**config.mk**
```make
export PLATFORM = sky130hd
export DESIGN_NAME = lsu_ctrl
export DESIGN_NICKNAME = d
export VERILOG_FILES = /design/src/rtl/lsu_ctrl.sv
export SDC_FILE = /design/constraint.sdc
export NUM_CORES = 1
export LEC_CHECK = 0
export ABC_AREA = 0
export BUFFER_PORTS_ARGS = -buffer_cell sky130_fd_sc_hd__buf_2
export CORE_AREA = 2 2 211 213
export CTS_CLUSTER_SIZE = 12
export DETAILED_ROUTE_END_ITERATION = 10
export DIE_AREA = 0 0 213 215
export HOLD_SLACK_MARGIN = 0.1
export PLACE_DENSITY = 0.51
export SLEW_MARGIN = 20
export SYNTH_ARGS = -nofsm -noshare
export SYNTH_HDL_FRONTEND = slang
export SYNTH_SLANG_ARGS = --single-unit
export TNS_END_PERCENT = 20
```
**constraint.sdc**
```tcl
create_clock -name i_clk -period 6.7 [get_ports i_clk]
set_input_delay 0.67 -clock i_clk [delete_from_list [all_inputs] [get_ports i_clk]]
set_output_delay 0.67 -clock i_clk [all_outputs]
set_load 0.02 [all_outputs]
```
**src/rtl/lsu_ctrl.sv**
```systemverilog
// lsu_ctrl: registered load/store engine for the MEM stage.
// Steers each access to the data cache or the uncached device bus by address,
// builds byte strobes and lane-shifted store data, and sign/zero-extends loads.
module lsu_ctrl #(
    parameter int unsigned ADDR_WIDTH  = 64,
    parameter int unsigned DATA_WIDTH  = 64,
    parameter logic [31:0] CACHE_BASE  = 32'h8000_0000,
    parameter logic [31:0] CACHE_LIMIT = 32'h87ff_ffff,
    parameter int unsigned TIMEOUT     = 255
) (
    input  logic                    i_clk,
    input  logic                    i_rst,
    input  logic                    i_req_valid,
    output logic                    o_req_ready,
    input  logic                    i_req_wen,
    input  logic [ADDR_WIDTH-1:0]   i_req_addr,
    input  logic [DATA_WIDTH-1:0]   i_req_wdata,
    input  logic [1:0]              i_req_size,
    input  logic                    i_req_unsigned,
    output logic                    o_resp_valid,
    output logic [DATA_WIDTH-1:0]   o_resp_rdata,
    output logic                    o_resp_err,
    output logic                    o_dc_req,
    output logic                    o_dc_wen,
    output logic [31:0]             o_dc_addr,
    output logic [DATA_WIDTH-1:0]   o_dc_wdata,
    output logic [DATA_WIDTH/8-1:0] o_dc_wmask,
    input  logic [DATA_WIDTH-1:0]   i_dc_rdata,
    input  logic                    i_dc_done,
    output logic                    o_io_valid,
    input  logic                    i_io_ready,
    output logic                    o_io_wen,
    output logic [31:0]             o_io_addr,
    output logic [DATA_WIDTH-1:0]   o_io_wdata,
    output logic [DATA_WIDTH/8-1:0] o_io_wstrb,
    input  logic                    i_io_rsp_valid,
    input  logic [DATA_WIDTH-1:0]   i_io_rsp_rdata,
    input  logic                    i_io_rsp_err
);

    localparam int unsigned   STRB = DATA_WIDTH / 8;
    localparam int unsigned   OFFW = $clog2(STRB);
    localparam int unsigned   CW   = $clog2(TIMEOUT + 1);
    localparam logic [CW-1:0] TMAX = CW'(TIMEOUT);

    typedef enum logic [2:0] {S_IDLE, S_CACHE, S_IO_REQ, S_IO_RSP, S_RESP} state_t;

    state_t                r_state;
    state_t                w_next;
    logic                  r_wen;
    logic [1:0]            r_size;
    logic                  r_unsigned;
    logic [OFFW-1:0]       r_off;
    logic [31:0]           r_addr;
    logic [DATA_WIDTH-1:0] r_wdata;
    logic [STRB-1:0]       r_strb;
    logic [DATA_WIDTH-1:0] r_raw;
    logic                  r_err;
    logic [CW-1:0]         r_cnt;

    // Request decode: only the low 32 address bits take part in steering.
    logic [31:0]           w_addr32;
    logic [OFFW-1:0]       w_off;
    logic                  w_misalign;
    logic                  w_illegal;
    logic                  w_bad;
    logic                  w_cacheable;
    logic [STRB-1:0]       w_lanes;
    logic [STRB-1:0]       w_strb;
    logic [DATA_WIDTH-1:0] w_wdata_sh;
    logic [31:0]           w_addr_al;
    logic                  w_unused_addr;

    assign w_addr32      = i_req_addr[31:0];
    assign w_off         = i_req_addr[OFFW-1:0];
    assign w_misalign    = (i_req_size == 2'd1) ? i_req_addr[0] :
                           (i_req_size == 2'd2) ? |i_req_addr[1:0] :
                           (i_req_size == 2'd3) ? |i_req_addr[2:0] : 1'b0;
    assign w_illegal     = (i_req_size == 2'd3) && (DATA_WIDTH == 32);
    assign w_bad         = w_misalign || w_illegal;
    assign w_cacheable   = (w_addr32 >= CACHE_BASE) && (w_addr32 <= CACHE_LIMIT);
    assign w_lanes       = ~({STRB{1'b1}} << (4'd1 << i_req_size));
    assign w_strb        = w_lanes << w_off;
    assign w_wdata_sh    = i_req_wdata << {w_off, 3'b000};
    assign w_addr_al     = {w_addr32[31:OFFW], {OFFW{1'b0}}};
    assign w_unused_addr = ^i_req_addr;

    // Load return path: shift the captured bus word down, keep 2^size bytes,
    // then fill the upper bits with the top kept bit or with zeros.
    logic [DATA_WIDTH-1:0] w_rshift;
    logic [6:0]            w_nbits;
    logic [DATA_WIDTH-1:0] w_mask;
    logic                  w_sign;
    logic [DATA_WIDTH-1:0] w_ext;

    assign w_rshift = r_raw >> {r_off, 3'b000};
    assign w_nbits  = 7'd8 << r_size;
    assign w_mask   = ~({DATA_WIDTH{1'b1}} << w_nbits);
    assign w_sign   = ~r_unsigned & |(w_rshift & w_mask & ~(w_mask >> 1));
    assign w_ext    = (w_rshift & w_mask) | ({DATA_WIDTH{w_sign}} & ~w_mask);

    // State register; reset abandons any access in flight.
    always_ff @(posedge i_clk or posedge i_rst) begin
        if (i_rst) r_state <= S_IDLE;
        else       r_state <= w_next;
    end

    // Next-state logic; stray dc_done / io_rsp_valid outside their states are ignored.
    always_comb begin
        w_next = r_state;
        case (r_state)
            S_IDLE: begin
                if (i_req_valid) begin
                    if (w_bad)            w_next = S_RESP;
                    else if (w_cacheable) w_next = S_CACHE;
                    else                  w_next = S_IO_REQ;
                end
            end
            S_CACHE:  if (i_dc_done) w_next = S_RESP;
            S_IO_REQ: if (i_io_ready) w_next = S_IO_RSP;
            S_IO_RSP: if (i_io_rsp_valid || (r_cnt == TMAX)) w_next = S_RESP;
            S_RESP:   w_next = S_IDLE;
            default:  w_next = S_IDLE;
        endcase
    end

    // Request latch, response capture and device-response timeout counter.
    always_ff @(posedge i_clk or posedge i_rst) begin
        if (i_rst) begin
            r_wen      <= 1'b0;
            r_size     <= 2'd0;
            r_unsigned <= 1'b0;
            r_off      <= '0;
            r_addr     <= '0;
            r_wdata    <= '0;
            r_strb     <= '0;
            r_raw      <= '0;
            r_err      <= 1'b0;
            r_cnt      <= '0;
        end else begin
            case (r_state)
                S_IDLE: begin
                    if (i_req_valid) begin
                        r_wen      <= i_req_wen;
                        r_size     <= i_req_size;
                        r_unsigned <= i_req_unsigned;
                        r_off      <= w_off;
                        r_addr     <= w_addr_al;
                        r_wdata    <= w_wdata_sh;
                        r_strb     <= w_strb;
                        r_raw      <= '0;
                        r_err      <= w_bad;
                    end
                end
                S_CACHE: begin
                    if (i_dc_done) r_raw <= i_dc_rdata;
                end
                S_IO_REQ: begin
                    if (i_io_ready) r_cnt <= '0;
                end
                S_IO_RSP: begin
                    if (i_io_rsp_valid) begin
                        r_raw <= i_io_rsp_rdata;
                        r_err <= i_io_rsp_err;
                    end else if (r_cnt == TMAX) begin
                        r_err <= 1'b1;
                    end else begin
                        r_cnt <= r_cnt + CW'(1);
                    end
                end
                default: ;
            endcase
        end
    end

    // Outputs decoded from the state; downstream fields are zero while idle.
    always_comb begin
        o_req_ready  = (r_state == S_IDLE) && !i_rst;
        o_resp_valid = (r_state == S_RESP);
        o_resp_err   = (r_state == S_RESP) && r_err;
        o_resp_rdata = '0;
        if ((r_state == S_RESP) && !r_err && !r_wen) o_resp_rdata = w_ext;
        o_dc_req   = (r_state == S_CACHE);
        o_dc_wen   = 1'b0;
        o_dc_addr  = '0;
        o_dc_wdata = '0;
        o_dc_wmask = '0;
        if (r_state == S_CACHE) begin
            o_dc_wen   = r_wen;
            o_dc_addr  = r_addr;
            o_dc_wdata = r_wdata;
            o_dc_wmask = r_strb;
        end
        o_io_valid = (r_state == S_IO_REQ);
        o_io_wen   = 1'b0;
        o_io_addr  = '0;
        o_io_wdata = '0;
        o_io_wstrb = '0;
        if (r_state == S_IO_REQ) begin
            o_io_wen   = r_wen;
            o_io_addr  = r_addr;
            o_io_wdata = r_wdata;
            o_io_wstrb = r_strb;
        end
    end

endmodule

```
==> metrics.cfg <==
[run_status]
status=complete, no violations

[sta]
min_period_ns=4.42
skew_ns=0.00989
worst_slew_pin_slew_ns=1.10
final_max_slew_viol_count=0
max-slew-margin-rel_pct=26.1
clock.fmax_ghz=0.226
setup_tns_ns=0
hold_viol=0
setup_viol=0
rsz0062_at_grt=no
finalCritPeriodShare_pct=65.9

[placed_design]
gp_congestion=0.906
dp_hpwl_um=39100
place_area_um2=15500
io_buffers=507
placed_cells=2384

[final_layout]
area_growth_pct=27.6
final_nets=2079
nFillCells=4563
drive_gt1_share_pct=37.7
layoutNonFillerInstCount=2421
fin_area_um2=16100

[die]
ioPinCount=546
rows=77
die-height_um=215
die_area_um2=45800
core_um2=43600
start_util_pct=28.9
die_x_um=213

[global_route]
grt_use_total_pct=21.9
grt.busiest_layer=met2
gr-total-overflow=0
grt_use_met2_pct=35.5
grt_max_degree=119
grt_pass1_wl_um=75700
met3_usage_pct=4.59
grt_pass1_vias=11900
antenna_found_initial=8
gr-usage-met1_pct=29.9

[power]
powerDensity_nw_per_um2=452
p_leak_nw=8.06
ir_drop_mv=0.219
p_total_mw=7.27

[clocking]
cts_buffer_depth=2
cts_buffers=17
cts.sinks=184
path_clk_slew_ns=0.08
post-cts-setup-buffer-count=0
cts_tree=built
cts_max_level=4
holdBufCountCts=0
cts.repair.resized=0
cts_root_buf=clkbuf_16
insertion_delay_ns=0.44

[setup_path]
ff2ff_setup_slack_ns=3.42
path_buf_inv=2
critPathLaunchType=register
crit_path_top_delay_cell=dfrtp_2
cp_common_cell=nor3_1
cp.required_ns=6.03
path_delay_family=simple AND/OR/NAND/NOR gates
critical_path.max_stage_delay_ns=0.78
reg2reg_depth=5
critPathCaptureType=output port
crit_type=register to output port
arrival_ns=3.75
rr_endpoint=r_wdata[15]$_DFFE_PP0P_
crit_path_cell_trace=buf_4, mux2i_1, mux4_2, nor3_1, nor3_1, nor3_1, buf_2
cp_max_fo=35
r2r_start=r_state[0]$_DFFE_PP0P_

[logic_synthesis]
synth-edff-count=0
syn_avg_cell_area_um2=8.96
syn_inst=1408
yosysTopAreaCell=dfrtp_1
yosys_warnings=0
async_flop_share_pct=100
seq_area_frac_synth_pct=36.5
yosys-top-cells-area=dfrtp_1, mux4_2, mux2i_1
synth_area_um2=12600
synth-main-ff-cell=dfrtp_1
synth_top_area_share_pct=36.5
synth.distinct_cells=56
synth_seq_cells=184

[routing]
ant_nets=0
wl_per_cell_um=21.3
vias=12500
drc_errors=0
drt_pre_antenna_iters=5
via_per_inst=5.14
drtIter0Drc=777
wl_um=51500

[worst_hold_path]
min_path_type=input pin to asynchronous set/reset pin

[job]
drv_cap=0

power by group:
part	switching [mW]	internal (mW)
clock network	0.480	0.595
registers	0.802	1.64
logic	2.24	1.51
final cells by class:
cell class | instances | area [um^2] | area share [%]
tap | 592 | 741 | 4.60
sequential | 184 | 4610 | 28.6
timing repair buffer | 527 | 2690 | 16.7
inverter | 7 | 33.8 | 0.210
multi-input combinational | 1074 | 7410 | 46.0
clock inverter | 12 | 169 | 1.05
clock buffer | 20 | 437 | 2.71
antenna | 5 | 12.5 | 0.0777
metal layers:
| layer | up-vias | routed length, um |
|---|---|---|
| met2 | 474 | 24200 |
| met4 | 8 | 885 |
| met5 | - | 56 |
| met3 | 41 | 3360 |
| li1 | 5879 | - |
| met1 | 6052 | 23000 |
stage by stage:
step | utilization, % | setup slack [ns] | hold slack, ns
global route | 36.9 | 2.10 | 0.437
finish | 36.9 | 2.28 | 0.386
detailed placement | 35.5 | 2.81 | 0.486
CTS | 36.9 | 2.32 | 0.434
floorplan | - | 1.03 | 0.451
global placement | 35.5 | 2.84 | 0.475
synthesized netlist by cell type, drive strengths merged (25+ instances only):
| cell | n |
|---|---|
| a22o | 25 |
| nor2 | 94 |
| a21oi | 143 |
| a211oi | 27 |
| nand2 | 150 |
| mux2 | 54 |
| dfrtp | 184 |
| and3 | 102 |
| and2 | 107 |
| buf | 45 |
| o21ai | 91 |
| clkbuf | 103 |
| a22oi | 64 |
| mux4 | 39 |
| mux2i | 78 |
how the worst max path moves through the flow:
stage                              start                endpoint  cells after the start
finish              r_off[1]$_DFFE_PP0P_        o_resp_rdata[31]                      7
global route        r_off[1]$_DFFE_PP0P_        o_resp_rdata[37]                      7
CTS                 r_off[1]$_DFFE_PP0P_        o_resp_rdata[31]                      7
detailed placement  r_off[1]$_DFFE_PP0P_        o_resp_rdata[31]                      7
global placement    r_off[1]$_DFFE_PP0P_        o_resp_rdata[31]                      7
floorplan                          i_rst  r_addr[10]$_DFFE_PP0P_                      1
worst register-to-register path, cell delays in order (launching register included):
cell,delay (ns)
dfrtp_4,1.04
nor3_1,0.23
nand2_4,0.70
buf_4,0.59
or3_1,0.44
o21ai_0,0.15
layout by cell type (no fill, tap or decap), types with 3 or more instances in the layout:
cell / synthesis / layout
diode_2: 0 / 5
clkbuf_16: 0 / 17
a22oi_1: 64 / 64
mux2i_1: 78 / 78
nor4_1: 4 / 4
a21oi_2: 20 / 20
a22o_1: 25 / 25
nand3_1: 4 / 4
clkbuf_1: 103 / 3
a31oi_1: 7 / 7
clkinv_4: 0 / 5
inv_1: 6 / 5
nand3b_1: 3 / 3
mux4_2: 39 / 39
o31ai_1: 3 / 3
buf_2: 20 / 506
bufinv_16: 0 / 3
nor3b_1: 4 / 3
a221oi_1: 8 / 8
and2_1: 107 / 106
and3_1: 102 / 102
o22a_1: 9 / 9
nor2b_1: 17 / 17
nor3_1: 8 / 7
nand2_1: 150 / 149
mux2_2: 54 / 54
conb_1: 1 / 6
xnor2_1: 3 / 3
dfrtp_1: 184 / 181
buf_4: 8 / 21
a211oi_1: 26 / 26
o21ai_0: 90 / 90
nor2_1: 94 / 92
a21oi_1: 123 / 123
registers in the layout, summed over array words and instances, names as in the netlist:
| name | count |
|---|---|
| r_err | 1 |
| r_cnt | 8 |
| r_wen | 1 |
| r_addr | 29 |
| r_off | 3 |
| r_raw | 64 |
| r_size | 2 |
| r_state | 3 |
| r_unsigned | 1 |
| r_strb | 8 |
| r_wdata | 64 |
logic make-up after synthesis:
| kind of cell | after synthesis | synth area share [%] |
|---|---|---|
| flip-flops | 184 | 36.5 |
| XOR/XNOR | 3 | 0.208 |
| AND/OR/NAND/NOR | 501 | 20.1 |
| AO/OA/AOI/OAI | 392 | 19.9 |
| multiplexers | 171 | 18.0 |
| buffers and inverters | 155 | 5.22 |
| other | 1 | 0.0297 |
| adder cells (fa/ha/maj) | 1 | 0.0991 |
No activity file was read; power rests on OpenSTA's default activity.
